`src/rtl/mem_arb_pkg.sv`:
```
// Shared types and constants for the two-requester memory arbiter.
package mem_arb_pkg;

  localparam int unsigned DEF_ADDR_W = 8;
  localparam int unsigned DEF_DATA_W = 8;

  typedef enum logic {
    IDLE   = 1'b0,
    ACCESS = 1'b1
  } state_t;

  // Requester IDs: CPU path and program loader / debug port.
  localparam logic REQ_CPU = 1'b0;
  localparam logic REQ_LDR = 1'b1;

endpackage

```
`src/rtl/mem_arbiter_if.sv`:
```
// Request/response handshake for both requesters plus the memory-side bus.
interface mem_arbiter_if
  import mem_arb_pkg::*;
#(
  parameter int unsigned ADDR_W = DEF_ADDR_W,
  parameter int unsigned DATA_W = DEF_DATA_W
) ();

  logic              req0_valid;
  logic              req0_we;
  logic [ADDR_W-1:0] req0_addr;
  logic [DATA_W-1:0] req0_wdata;
  logic              req0_ready;
  logic              req0_done;
  logic [DATA_W-1:0] req0_rdata;

  logic              req1_valid;
  logic              req1_we;
  logic [ADDR_W-1:0] req1_addr;
  logic [DATA_W-1:0] req1_wdata;
  logic              req1_ready;
  logic              req1_done;
  logic [DATA_W-1:0] req1_rdata;

  logic              mem_we;
  logic [ADDR_W-1:0] mem_addr;
  logic [DATA_W-1:0] mem_wdata;
  logic [DATA_W-1:0] mem_rdata;

  logic              busy;

  // Requesters and the memory array.
  modport master (
    output req0_valid, req0_we, req0_addr, req0_wdata,
    input  req0_ready, req0_done, req0_rdata,
    output req1_valid, req1_we, req1_addr, req1_wdata,
    input  req1_ready, req1_done, req1_rdata,
    input  mem_we, mem_addr, mem_wdata,
    output mem_rdata,
    input  busy
  );

  // The arbiter itself.
  modport slave (
    input  req0_valid, req0_we, req0_addr, req0_wdata,
    output req0_ready, req0_done, req0_rdata,
    input  req1_valid, req1_we, req1_addr, req1_wdata,
    output req1_ready, req1_done, req1_rdata,
    output mem_we, mem_addr, mem_wdata,
    input  mem_rdata,
    output busy
  );

endinterface

```
`src/rtl/rr_arb2.sv`:
```
// Combinational 2-way arbiter: round-robin or fixed priority (requester 0).
module rr_arb2
  import mem_arb_pkg::*;
#(
  parameter int unsigned ROUND_ROBIN = 1
) (
  input  logic [1:0] valid,
  input  logic       last_grant,
  output logic [1:0] grant
);

  // Under contention pick the requester that did not win last time.
  always_comb begin
    grant = '0;
    if (valid == 2'b11) begin
      if (ROUND_ROBIN != 0) begin
        grant = (last_grant == REQ_LDR) ? 2'b01 : 2'b10;
      end else begin
        grant = 2'b01;
      end
    end else begin
      grant = valid;
    end
  end

endmodule

```
`src/rtl/mem_arbiter.sv`:
```
// Two-requester arbiter/sequencer for a single-port memory with
// combinational read and level-sensitive write enable.
module mem_arbiter
  import mem_arb_pkg::*;
#(
  parameter int unsigned ADDR_W      = DEF_ADDR_W,
  parameter int unsigned DATA_W      = DEF_DATA_W,
  parameter int unsigned ROUND_ROBIN = 1
) (
  input logic          clk,
  input logic          rst_n,
  mem_arbiter_if.slave bus
);

  state_t            state;
  state_t            state_nxt;
  logic [1:0]        grant;
  logic              accept;
  logic              acc_id;
  logic              last_grant;
  logic              gnt_id;
  logic              mem_we_q;
  logic [ADDR_W-1:0] mem_addr_q;
  logic [DATA_W-1:0] mem_wdata_q;
  logic [1:0]        done_q;
  logic [DATA_W-1:0] rdata0_q;
  logic [DATA_W-1:0] rdata1_q;

  rr_arb2 #(
    .ROUND_ROBIN(ROUND_ROBIN)
  ) u_arb (
    .valid      ({bus.req1_valid, bus.req0_valid}),
    .last_grant (last_grant),
    .grant      (grant)
  );

  assign acc_id = grant[1] ? REQ_LDR : REQ_CPU;

  // State register.
  always_ff @(posedge clk) begin
    if (!rst_n) begin
      state <= IDLE;
    end else begin
      state <= state_nxt;
    end
  end

  // Next state and accept; ready is gated by reset so it is 0 while rst_n=0.
  always_comb begin
    state_nxt = state;
    accept    = 1'b0;
    case (state)
      IDLE: begin
        if (rst_n && (grant != 2'b00)) begin
          accept    = 1'b1;
          state_nxt = ACCESS;
        end
      end
      ACCESS: begin
        state_nxt = IDLE;
      end
      default: begin
        state_nxt = IDLE;
      end
    endcase
  end

  // Request latch, memory bus registers, completion pulses and read data.
  always_ff @(posedge clk) begin
    if (!rst_n) begin
      last_grant  <= REQ_LDR;
      gnt_id      <= REQ_CPU;
      mem_we_q    <= 1'b0;
      mem_addr_q  <= '0;
      mem_wdata_q <= '0;
      done_q      <= '0;
      rdata0_q    <= '0;
      rdata1_q    <= '0;
    end else begin
      done_q   <= '0;
      mem_we_q <= 1'b0;
      if (accept) begin
        gnt_id      <= acc_id;
        last_grant  <= acc_id;
        mem_we_q    <= (acc_id == REQ_LDR) ? bus.req1_we    : bus.req0_we;
        mem_addr_q  <= (acc_id == REQ_LDR) ? bus.req1_addr  : bus.req0_addr;
        mem_wdata_q <= (acc_id == REQ_LDR) ? bus.req1_wdata : bus.req0_wdata;
      end
      if (state == ACCESS) begin
        done_q[gnt_id] <= 1'b1;
        if (!mem_we_q) begin
          if (gnt_id == REQ_LDR) begin
            rdata1_q <= bus.mem_rdata;
          end else begin
            rdata0_q <= bus.mem_rdata;
          end
        end
      end
    end
  end

  assign bus.req0_ready = accept & grant[0];
  assign bus.req1_ready = accept & grant[1];
  assign bus.req0_done  = done_q[0];
  assign bus.req1_done  = done_q[1];
  assign bus.req0_rdata = rdata0_q;
  assign bus.req1_rdata = rdata1_q;
  assign bus.mem_we     = mem_we_q;
  assign bus.mem_addr   = mem_addr_q;
  assign bus.mem_wdata  = mem_wdata_q;
  assign bus.busy       = (state == ACCESS);

endmodule

```
`src/flat_wrapper.sv`:
```
// flat-port wrapper written by rule: the top's interface ports become plain ports
module mem_arbiter_flat import mem_arb_pkg::*;
#(
  parameter int unsigned ADDR_W      = DEF_ADDR_W,
  parameter int unsigned DATA_W      = DEF_DATA_W,
  parameter int unsigned ROUND_ROBIN = 1
)
  (clk, rst_n, bus_req0_valid, bus_req0_we, bus_req0_addr, bus_req0_wdata, bus_req0_ready, bus_req0_done, bus_req0_rdata, bus_req1_valid, bus_req1_we, bus_req1_addr, bus_req1_wdata, bus_req1_ready, bus_req1_done, bus_req1_rdata, bus_mem_we, bus_mem_addr, bus_mem_wdata, bus_mem_rdata, bus_busy);
  mem_arbiter_if #(.ADDR_W(ADDR_W), .DATA_W(DATA_W)) bus_i ();
  input logic clk;
  input logic rst_n;
  input wire logic [$bits(bus_i.req0_valid)-1:0] bus_req0_valid;
  input wire logic [$bits(bus_i.req0_we)-1:0] bus_req0_we;
  input wire logic [$bits(bus_i.req0_addr)-1:0] bus_req0_addr;
  input wire logic [$bits(bus_i.req0_wdata)-1:0] bus_req0_wdata;
  output wire logic [$bits(bus_i.req0_ready)-1:0] bus_req0_ready;
  output wire logic [$bits(bus_i.req0_done)-1:0] bus_req0_done;
  output wire logic [$bits(bus_i.req0_rdata)-1:0] bus_req0_rdata;
  input wire logic [$bits(bus_i.req1_valid)-1:0] bus_req1_valid;
  input wire logic [$bits(bus_i.req1_we)-1:0] bus_req1_we;
  input wire logic [$bits(bus_i.req1_addr)-1:0] bus_req1_addr;
  input wire logic [$bits(bus_i.req1_wdata)-1:0] bus_req1_wdata;
  output wire logic [$bits(bus_i.req1_ready)-1:0] bus_req1_ready;
  output wire logic [$bits(bus_i.req1_done)-1:0] bus_req1_done;
  output wire logic [$bits(bus_i.req1_rdata)-1:0] bus_req1_rdata;
  output wire logic [$bits(bus_i.mem_we)-1:0] bus_mem_we;
  output wire logic [$bits(bus_i.mem_addr)-1:0] bus_mem_addr;
  output wire logic [$bits(bus_i.mem_wdata)-1:0] bus_mem_wdata;
  input wire logic [$bits(bus_i.mem_rdata)-1:0] bus_mem_rdata;
  output wire logic [$bits(bus_i.busy)-1:0] bus_busy;
  assign bus_i.req0_valid = bus_req0_valid;
  assign bus_i.req0_we = bus_req0_we;
  assign bus_i.req0_addr = bus_req0_addr;
  assign bus_i.req0_wdata = bus_req0_wdata;
  assign bus_req0_ready = bus_i.req0_ready;
  assign bus_req0_done = bus_i.req0_done;
  assign bus_req0_rdata = bus_i.req0_rdata;
  assign bus_i.req1_valid = bus_req1_valid;
  assign bus_i.req1_we = bus_req1_we;
  assign bus_i.req1_addr = bus_req1_addr;
  assign bus_i.req1_wdata = bus_req1_wdata;
  assign bus_req1_ready = bus_i.req1_ready;
  assign bus_req1_done = bus_i.req1_done;
  assign bus_req1_rdata = bus_i.req1_rdata;
  assign bus_mem_we = bus_i.mem_we;
  assign bus_mem_addr = bus_i.mem_addr;
  assign bus_mem_wdata = bus_i.mem_wdata;
  assign bus_i.mem_rdata = bus_mem_rdata;
  assign bus_busy = bus_i.busy;
  mem_arbiter #(.ADDR_W(ADDR_W), .DATA_W(DATA_W), .ROUND_ROBIN(ROUND_ROBIN)) u_core (.clk(clk), .rst_n(rst_n), .bus(bus_i));
endmodule
```
`config.mk`:
```
export PLATFORM = sky130hd
export DESIGN_NAME = mem_arbiter_flat
export DESIGN_NICKNAME = d
export VERILOG_FILES = /design/src/rtl/mem_arb_pkg.sv /design/src/rtl/mem_arbiter_if.sv /design/src/rtl/rr_arb2.sv /design/src/rtl/mem_arbiter.sv /design/src/flat_wrapper.sv
export SDC_FILE = /design/constraint.sdc
export NUM_CORES = 1
export LEC_CHECK = 0
export ABC_AREA = 1
export BUFFER_PORTS_ARGS = -buffer_cell sky130_fd_sc_hd__buf_2
export CAP_MARGIN = 40
export CELL_PAD_IN_SITES_DETAIL_PLACEMENT = 1
export CELL_PAD_IN_SITES_GLOBAL_PLACEMENT = 1
export CORE_MARGIN = 8
export CORE_UTILIZATION = 33
export DETAILED_ROUTE_END_ITERATION = 7
export PLACE_DENSITY_LB_ADDON = 0.08
export SYNTH_ARGS = -nofsm -noshare
export SYNTH_HDL_FRONTEND = slang
export SYNTH_SLANG_ARGS = --single-unit
export TNS_END_PERCENT = 30
```
`constraint.sdc`:
```
create_clock -name clk -period 2.7 [get_ports clk]
set_clock_uncertainty 0.1 [all_clocks]
set_input_delay 0.54 -clock clk [delete_from_list [all_inputs] [get_ports clk]]
set_output_delay 0.54 -clock clk [all_outputs]
set_load 0.005 [all_outputs]
```
==> flow_results.xml, run 1 <==
<?xml version="1.0" encoding="UTF-8"?>
<metrics>
  <group name="finish">
    <metric name="final_nets" unit="">353</metric>
    <metric name="area_delta_synth_final" unit="%">34.7</metric>
    <metric name="n_antenna_cell" unit="">0</metric>
    <metric name="post_layout_nonfiller_instances" unit="">375</metric>
    <metric name="drive_above_1_share" unit="%">32.5</metric>
  </group>
  <group name="pwr">
    <metric name="total_leakage_power" unit="nW">1.25</metric>
    <metric name="clock_power_share" unit="%">41.2</metric>
    <metric name="netSwitchingPower" unit="W">0.000369</metric>
    <metric name="power_frac_seq" unit="%">43.1</metric>
    <metric name="power_report.internal_total" unit="W">0.00111</metric>
    <metric name="total_power" unit="W">0.00147</metric>
    <metric name="vdd_ir_drop_max" unit="µV">277</metric>
    <metric name="netSwitchingFraction" unit="%">25.0</metric>
    <metric name="power.density_cell_area" unit="nW/µm²">661</metric>
    <metric name="comb_power_share" unit="%">15.7</metric>
  </group>
  <group name="synth">
    <metric name="synthXorXnorAreaFrac" unit="%">0</metric>
    <metric name="postSynthRegisterBits" unit="">38</metric>
    <metric name="synth.area.top_cells" unit="">sky130_fd_sc_hd__dfxtp_1 46%, sky130_fd_sc_hd__nand2_1 11%, sky130_fd_sc_hd__nand3_1 10%</metric>
    <metric name="synth.largest_area_cell" unit="">sky130_fd_sc_hd__dfxtp_1</metric>
    <metric name="synthesis.area" unit="µm²">1660</metric>
    <metric name="postSynthNetCount" unit="">272</metric>
    <metric name="ys.warnings.count" unit="">0</metric>
    <metric name="synth.mux.area_fraction" unit="%">0</metric>
    <metric name="yosys.area_share.adder" unit="%">0</metric>
    <metric name="synth_simple_gate_area_share" unit="%">38.3</metric>
    <metric name="syn-mean-instance-area" unit="µm²">7.33</metric>
    <metric name="synth_seq_area_share" unit="%">45.9</metric>
    <metric name="synth_top_area_share" unit="%">45.9</metric>
    <metric name="yosys.cell_types.count" unit="">18</metric>
    <metric name="syn_inst" unit="">226</metric>
    <metric name="complex_gate_fraction_of_the_synthesized_area" unit="%">5.44</metric>
    <metric name="synth_top_family_by_area" unit="">simple AND/OR/NAND/NOR gates</metric>
  </group>
  <group name="clocking">
    <metric name="numCtsBuffers" unit="">5</metric>
    <metric name="tritoncts" unit="">yes</metric>
    <metric name="ctsLongestPathBuffers" unit="">2</metric>
    <metric name="clkLatencyLatePin" unit="ns">0.29</metric>
    <metric name="ctsHtreeMaxLevel" unit="">2</metric>
    <metric name="clkSlewWorstSetupHoldPaths" unit="ns">0.08</metric>
    <metric name="cts.hold.buffers_added" unit="">0</metric>
    <metric name="cts.repair.resized" unit="">0</metric>
    <metric name="cts.sink_count" unit="">38</metric>
    <metric name="postCtsSetupBuffers" unit="">0</metric>
    <metric name="clock-root-buffer" unit="">sky130_fd_sc_hd__clkbuf_8</metric>
  </group>
  <group name="drt">
    <metric name="route.met3.wl" unit="µm">456</metric>
    <metric name="totalWireLength" unit="µm">5190</metric>
    <metric name="detail_route.vias_per_cell" unit="">4.54</metric>
    <metric name="routedWlPerCell" unit="µm">13.8</metric>
    <metric name="top_signal_layer_used" unit="">met4</metric>
    <metric name="dr_total_vias" unit="">1701</metric>
    <metric name="drt_first_pass_iters" unit="">4</metric>
    <metric name="met2RoutedLength" unit="µm">2610</metric>
    <metric name="post-route-drc-count" unit="">0</metric>
    <metric name="route.antenna.remaining_nets" unit="">0</metric>
    <metric name="drt_iter0_markers" unit="">20</metric>
    <metric name="drt-met1-wl" unit="µm">2070</metric>
  </group>
  <group name="die">
    <metric name="number_of_standard_cell_rows_in_the_floorplan" unit="">25</metric>
    <metric name="start_util" unit="%">34.6</metric>
    <metric name="die_area" unit="µm²">7540</metric>
    <metric name="core-area" unit="µm²">4790</metric>
    <metric name="dieWidth" unit="µm">86.9</metric>
    <metric name="ios" unit="">84</metric>
    <metric name="die_height" unit="µm">86.9</metric>
  </group>
  <group name="place">
    <metric name="routability_congestion" unit="">0.752</metric>
    <metric name="numPlacedInstances" unit="">367</metric>
    <metric name="io_buffer_count" unit="">83</metric>
    <metric name="dp_hpwl" unit="µm">4070</metric>
  </group>
  <group name="timing">
    <metric name="totalNegativeSetupSlack" unit="ns">0</metric>
    <metric name="setup_viol" unit="">0</metric>
    <metric name="tightest_slew" unit="ns">0.347</metric>
    <metric name="maxSlewHeadroom" unit="%">76.8</metric>
    <metric name="post-route-min-period" unit="ns">2.22</metric>
    <metric name="drv_slew" unit="">0</metric>
    <metric name="final-hold-violation-count" unit="">0</metric>
    <metric name="post-route-period-util" unit="%">82.1</metric>
    <metric name="rsz0062_at_grt" unit="">false</metric>
    <metric name="hold_ws" unit="ns">0.370</metric>
    <metric name="max_clock_freq" unit="MHz">451</metric>
  </group>
  <group name="global_route">
    <metric name="grt_overflow_total" unit="">0</metric>
    <metric name="number_of_global_route_vias_before_repair" unit="">1857</metric>
    <metric name="track_usage" unit="%">14.4</metric>
    <metric name="wire_length_of_the_first_global_routing_pass" unit="µm">8630</metric>
    <metric name="number_of_antenna_violations_at_the_first_check_in_global_routing" unit="">0</metric>
    <metric name="largest_net_degree_at_the_start_of_global_routing" unit="">36</metric>
  </group>
  <group name="worst_setup_path">
    <metric name="worst_setup_path_end_kind" unit="">primary output</metric>
    <metric name="worstSetupStartpointType" unit="">primary input</metric>
    <metric name="worst_ep_arrival" unit="ns">1.58</metric>
    <metric name="path_max_fanout" unit="">18</metric>
    <metric name="criticalPathCategory" unit="">in -&gt; out</metric>
    <metric name="required" unit="ns">2.06</metric>
  </group>
  <group name="outcome">
    <metric name="status" unit="">complete, no violations</metric>
  </group>
  <group name="job">
    <metric name="max_capacitance_violation_count" unit="">0</metric>
  </group>
  <group name="min_path">
    <metric name="hold_path_class" unit="">reg -&gt; reg</metric>
  </group>
</metrics>
-- worst max-delay path, cell delays in order --
cell and delay (ns):
sky130_fd_sc_hd__buf_2 0.13, sky130_fd_sc_hd__nand2_2 0.26, sky130_fd_sc_hd__nand2_4 0.20, sky130_fd_sc_hd__inv_1 0.13
sky130_fd_sc_hd__nand2_1 0.12, sky130_fd_sc_hd__inv_1 0.08, sky130_fd_sc_hd__buf_2 0.11
-- layer usage --
metal	vias up	global-route usage (%)
met3	7	6.32
li1	869	-
met4	0	5.48
met5	-	0
met1	774	14.7
met2	51	25.2
-- cell usage in the layout, fill, tap and decap left out --
cell type                   synthesis  final
sky130_fd_sc_hd__buf_2              3     83
sky130_fd_sc_hd__nand2_1           49     49
sky130_fd_sc_hd__dfxtp_1           38     38
sky130_fd_sc_hd__nor2_1            37     37
sky130_fd_sc_hd__nand3_1           33     33
sky130_fd_sc_hd__inv_1             22     22
sky130_fd_sc_hd__o21ai_0           16     16
sky130_fd_sc_hd__nand3b_1          10     10
sky130_fd_sc_hd__clkbuf_8           0      6
sky130_fd_sc_hd__nand2_2            2      2
sky130_fd_sc_hd__nor2_4             2      2
sky130_fd_sc_hd__o21ai_1            2      2
sky130_fd_sc_hd__bufinv_16          0      2
sky130_fd_sc_hd__buf_4              2      2
sky130_fd_sc_hd__nand2_4            1      1
sky130_fd_sc_hd__nor2_8             1      1
sky130_fd_sc_hd__inv_4              1      1
sky130_fd_sc_hd__nor3_1             1      1
-- power groups by stage --
stage	clock network [W]	registers [W]	logic [W]
2_1_floorplan	0	0.000652	0.000128
3_3_place_gp	0	0.000648	0.000234
3_5_place_dp	0	0.000649	0.000237
4_1_cts	0.000614	0.000636	0.000239
5_1_grt	0.000642	0.000643	0.000265
6_report	0.000608	0.000635	0.000231
-- kinds of logic (layout without fill, tap and decap cells) --
kind of cell | Yosys count | in the layout
buffers and inverters | 34 | 116
AO/OA/AOI/OAI | 18 | 18
flip-flops | 38 | 38
AND/OR/NAND/NOR | 136 | 136
-- layout make-up --
type                            instances  area [µm²]
Sequential cell                        38         761
Clock buffer                            6        82.6
Multi-Input combinational cell        154         724
Fill cell                             644        2550
Timing Repair Buffer                   85         430
Tap cell                               67        83.8
Inverter                               23        88.8
Clock inverter                          2        60.1
-- flip-flops by register name, indices dropped and copies added, names as in the netlist --
signal and cells:
u_core.bus.mem_wdata 8, u_core.last_grant 1, u_core.bus.req0_rdata 8, u_core.gnt_id 1, u_core.bus.req1_rdata 8, u_core.done_q 2
u_core.bus.mem_we 1, u_core.bus.busy 1, u_core.bus.mem_addr 8
-- metrics by stage --
stage	setup slack, ns	utilization (%)	instance area (µm²)
6_report	0.483	46.6	2230
5_1_grt	0.333	46.6	2230
4_1_cts	0.458	46.6	2230
3_5_place_dp	0.493	43.6	2090
3_3_place_gp	0.516	43.6	2090
2_1_floorplan	0.911	-	1660
-- synthesized netlist by cell type --
cell type,instances
sky130_fd_sc_hd__dfxtp_1,38
sky130_fd_sc_hd__inv_1,22
sky130_fd_sc_hd__nor2_8,1
sky130_fd_sc_hd__nand2_4,1
sky130_fd_sc_hd__o21ai_0,16
sky130_fd_sc_hd__o21ai_1,2
sky130_fd_sc_hd__nand2_2,2
sky130_fd_sc_hd__nand2_1,49
sky130_fd_sc_hd__nor3_1,1
sky130_fd_sc_hd__nor2_1,37
sky130_fd_sc_hd__clkbuf_1,2
sky130_fd_sc_hd__nor2_4,2
sky130_fd_sc_hd__buf_6,4
sky130_fd_sc_hd__buf_2,3
sky130_fd_sc_hd__buf_4,2
sky130_fd_sc_hd__inv_4,1
sky130_fd_sc_hd__nand3b_1,10
sky130_fd_sc_hd__nand3_1,33
-- final timing paths --
kind	slack [ns]	from	cells after the start	to
worst max-delay path	0.48	bus_req0_valid	7	bus_req1_ready
worst min-delay path	0.37	u_core.bus.mem_wdata[2]	2	u_core.bus.mem_wdata[2]
worst max register to register	1.33	u_core.last_grant	5	u_core.last_grant
worst min register to register	0.37	u_core.bus.mem_wdata[2]	2	u_core.bus.mem_wdata[2]
(Power assumes the default switching activity.)
==> run 2: changes to the inputs <==
Settings changed: CORE_UTILIZATION 33 to 27.
Clock period 2.7 ns to 2 ns, I/O delays scaled along.
==> flow_results.xml, run 2 (same netlist as run 1, synthesis figures left out) <==
<?xml version="1.0" encoding="UTF-8"?>
<metrics>
  <group name="timing">
    <metric name="rsz0062_at_grt" unit="">false</metric>
    <metric name="maxSlewHeadroom" unit="%">77.1</metric>
    <metric name="totalNegativeSetupSlack" unit="ns">0</metric>
    <metric name="final-hold-violation-count" unit="">0</metric>
    <metric name="max_clock_freq" unit="MHz">556</metric>
    <metric name="hold_ws" unit="ns">0.250</metric>
    <metric name="tightest_slew" unit="ns">0.343</metric>
    <metric name="post-route-period-util" unit="%">90.0</metric>
    <metric name="worst_slack" unit="ns">0.201</metric>
    <metric name="drv_slew" unit="">0</metric>
    <metric name="setup_viol" unit="">0</metric>
    <metric name="post-route-min-period" unit="ns">1.80</metric>
  </group>
  <group name="worst_setup_path">
    <metric name="path_max_fanout" unit="">10</metric>
    <metric name="worst_ep_arrival" unit="ns">1.30</metric>
    <metric name="cell_by_cell_trace_of_the_critical_path" unit="">inv_1, nand2_2, nor2_8, nand2_1, inv_1, buf_2</metric>
    <metric name="criticalPathCategory" unit="">reg -&gt; out</metric>
    <metric name="worst_setup_path_end_kind" unit="">primary output</metric>
    <metric name="critical-path-max-stage-delay" unit="ns">0.33</metric>
    <metric name="timing.critical_path.slowest_stage_cell" unit="">sky130_fd_sc_hd__dfxtp_1</metric>
    <metric name="required" unit="ns">1.50</metric>
    <metric name="worstSetupStartpointType" unit="">register</metric>
    <metric name="critical_path.most_common_cell" unit="">sky130_fd_sc_hd__inv_1</metric>
  </group>
  <group name="place">
    <metric name="dp_hpwl" unit="µm">4080</metric>
    <metric name="routability_congestion" unit="">0.729</metric>
    <metric name="post-place-ws" unit="ns">0.307</metric>
    <metric name="io_buffer_count" unit="">83</metric>
  </group>
  <group name="clocking">
    <metric name="postCtsSetupBuffers" unit="">0</metric>
    <metric name="clock-root-buffer" unit="">sky130_fd_sc_hd__clkbuf_8</metric>
    <metric name="numCtsBuffers" unit="">5</metric>
    <metric name="tritoncts" unit="">yes</metric>
    <metric name="ctsHtreeMaxLevel" unit="">2</metric>
    <metric name="clkLatencyLatePin" unit="ns">0.29</metric>
    <metric name="cts.repair.resized" unit="">0</metric>
    <metric name="cts.hold.buffers_added" unit="">0</metric>
    <metric name="cts.sink_count" unit="">38</metric>
    <metric name="ctsLongestPathBuffers" unit="">2</metric>
    <metric name="clkSlewWorstSetupHoldPaths" unit="ns">0.08</metric>
  </group>
  <group name="finish">
    <metric name="layout_common_cells" unit="">83 x sky130_fd_sc_hd__buf_2, 49 x sky130_fd_sc_hd__nand2_1, 38 x sky130_fd_sc_hd__dfxtp_1</metric>
    <metric name="drive_above_1_share" unit="%">33.3</metric>
    <metric name="ff_latch_area" unit="µm²">761</metric>
    <metric name="final_nets" unit="">357</metric>
    <metric name="mostFrequentLayoutCell" unit="">sky130_fd_sc_hd__buf_2</metric>
    <metric name="n_antenna_cell" unit="">0</metric>
    <metric name="final_layout_fill_cell_count" unit="">784</metric>
    <metric name="area_delta_synth_final" unit="%">34.2</metric>
    <metric name="multi_input_comb_area" unit="µm²">724</metric>
  </group>
  <group name="die">
    <metric name="number_of_standard_cell_rows_in_the_floorplan" unit="">28</metric>
    <metric name="die_height" unit="µm">94.3</metric>
    <metric name="start_util" unit="%">28.0</metric>
    <metric name="die_area" unit="µm²">8900</metric>
    <metric name="dieWidth" unit="µm">94.3</metric>
    <metric name="core-area" unit="µm²">5920</metric>
    <metric name="ios" unit="">84</metric>
  </group>
  <group name="outcome">
    <metric name="status" unit="">complete, no violations</metric>
  </group>
  <group name="pwr">
    <metric name="total_leakage_power" unit="nW">1.25</metric>
    <metric name="vdd_ir_drop_max" unit="µV">280</metric>
    <metric name="power.density_cell_area" unit="nW/µm²">778</metric>
  </group>
  <group name="drt">
    <metric name="dr_total_vias" unit="">1680</metric>
    <metric name="detail_route.vias_per_cell" unit="">4.34</metric>
    <metric name="totalWireLength" unit="µm">5190</metric>
    <metric name="drt_iter0_markers" unit="">39</metric>
    <metric name="drt_first_pass_iters" unit="">3</metric>
    <metric name="post-route-drc-count" unit="">0</metric>
    <metric name="route.antenna.remaining_nets" unit="">0</metric>
    <metric name="routedWlPerCell" unit="µm">13.4</metric>
  </group>
  <group name="global_route">
    <metric name="number_of_global_route_vias_before_repair" unit="">1833</metric>
    <metric name="number_of_antenna_violations_at_the_first_check_in_global_routing" unit="">0</metric>
    <metric name="wire_length_of_the_first_global_routing_pass" unit="µm">8420</metric>
    <metric name="track_usage" unit="%">11.9</metric>
    <metric name="grt_overflow_total" unit="">0</metric>
    <metric name="largest_net_degree_at_the_start_of_global_routing" unit="">36</metric>
  </group>
  <group name="job">
    <metric name="max_capacitance_violation_count" unit="">0</metric>
  </group>
  <group name="min_path">
    <metric name="hold_path_class" unit="">in -&gt; reg</metric>
  </group>
</metrics>
==> run 2: changes by cell type in the layout (fill, tap and decap cells not counted), sizes merged <==
| cell | before | now |
|---|---|---|
| buf | 85 | 89 |
| bufinv | 2 | 0 |
| clkinv | 0 | 1 |
| clkinvlp | 0 | 1 |
==> run 2: path summary, 6_finish.rpt <==
path | startpoint | to | slack, ns | cells after the start
worst max-delay path | u_core.bus.busy | bus_req1_ready | 0.20 | 6
worst min-delay path | bus_req0_we | u_core.bus.mem_we | 0.25 | 3
worst max register to register | u_core.bus.busy | u_core.bus.mem_addr[0] | 0.67 | 7
worst min register to register | u_core.bus.mem_wdata[1] | u_core.bus.mem_wdata[1] | 0.36 | 2
==> run 2: power by group <==
| group | switching, W | total (W) | internal, W |
|---|---|---|---|
| combinational | 0.000174 | 0.000319 | 0.000144 |
| clock | 0.000277 | 0.000555 | 0.000277 |
| sequential | 0.0000342 | 0.000858 | 0.000823 |
==> run 2: final cells by class <==
class	count	share of cell area (%)
clock buffers	6	3.71
repair buffers	89	20.7
multi-input cells	154	32.6
clock inverters	2	0.563
inverters	23	4.00
well taps	75	4.22
flip-flops and latches	38	34.2
==> run 2: per-layer routing <==
metal	GRT usage [%]	up-vias	part of all wire [%]
met2	21.1	50	49
met5	0	-	0
met1	11.8	743	40
met3	5.40	7	9.2
met4	4.36	0	1.3
li1	-	880	-
==> run 2: through the flow <==
step / total power, W / cell area (µm²) / instances / util (%)
after global placement: 0.00120 / 2130 / 379 / 35.9
final: 0.00173 / 2220 / 387 / 37.6
after global routing: 0.00185 / 2220 / 387 / 37.6
after CTS: 0.00178 / 2220 / 387 / 37.6
after floorplan: 0.00105 / 1660 / 226 / -
after detailed placement: 0.00121 / 2130 / 379 / 35.9
==> run 2: worst max-delay path: cells and delay by family (launching register included) <==
family	cells	cell delay, ns
buf+inv	3	0.30
flops	1	0.33
simple gates	3	0.38
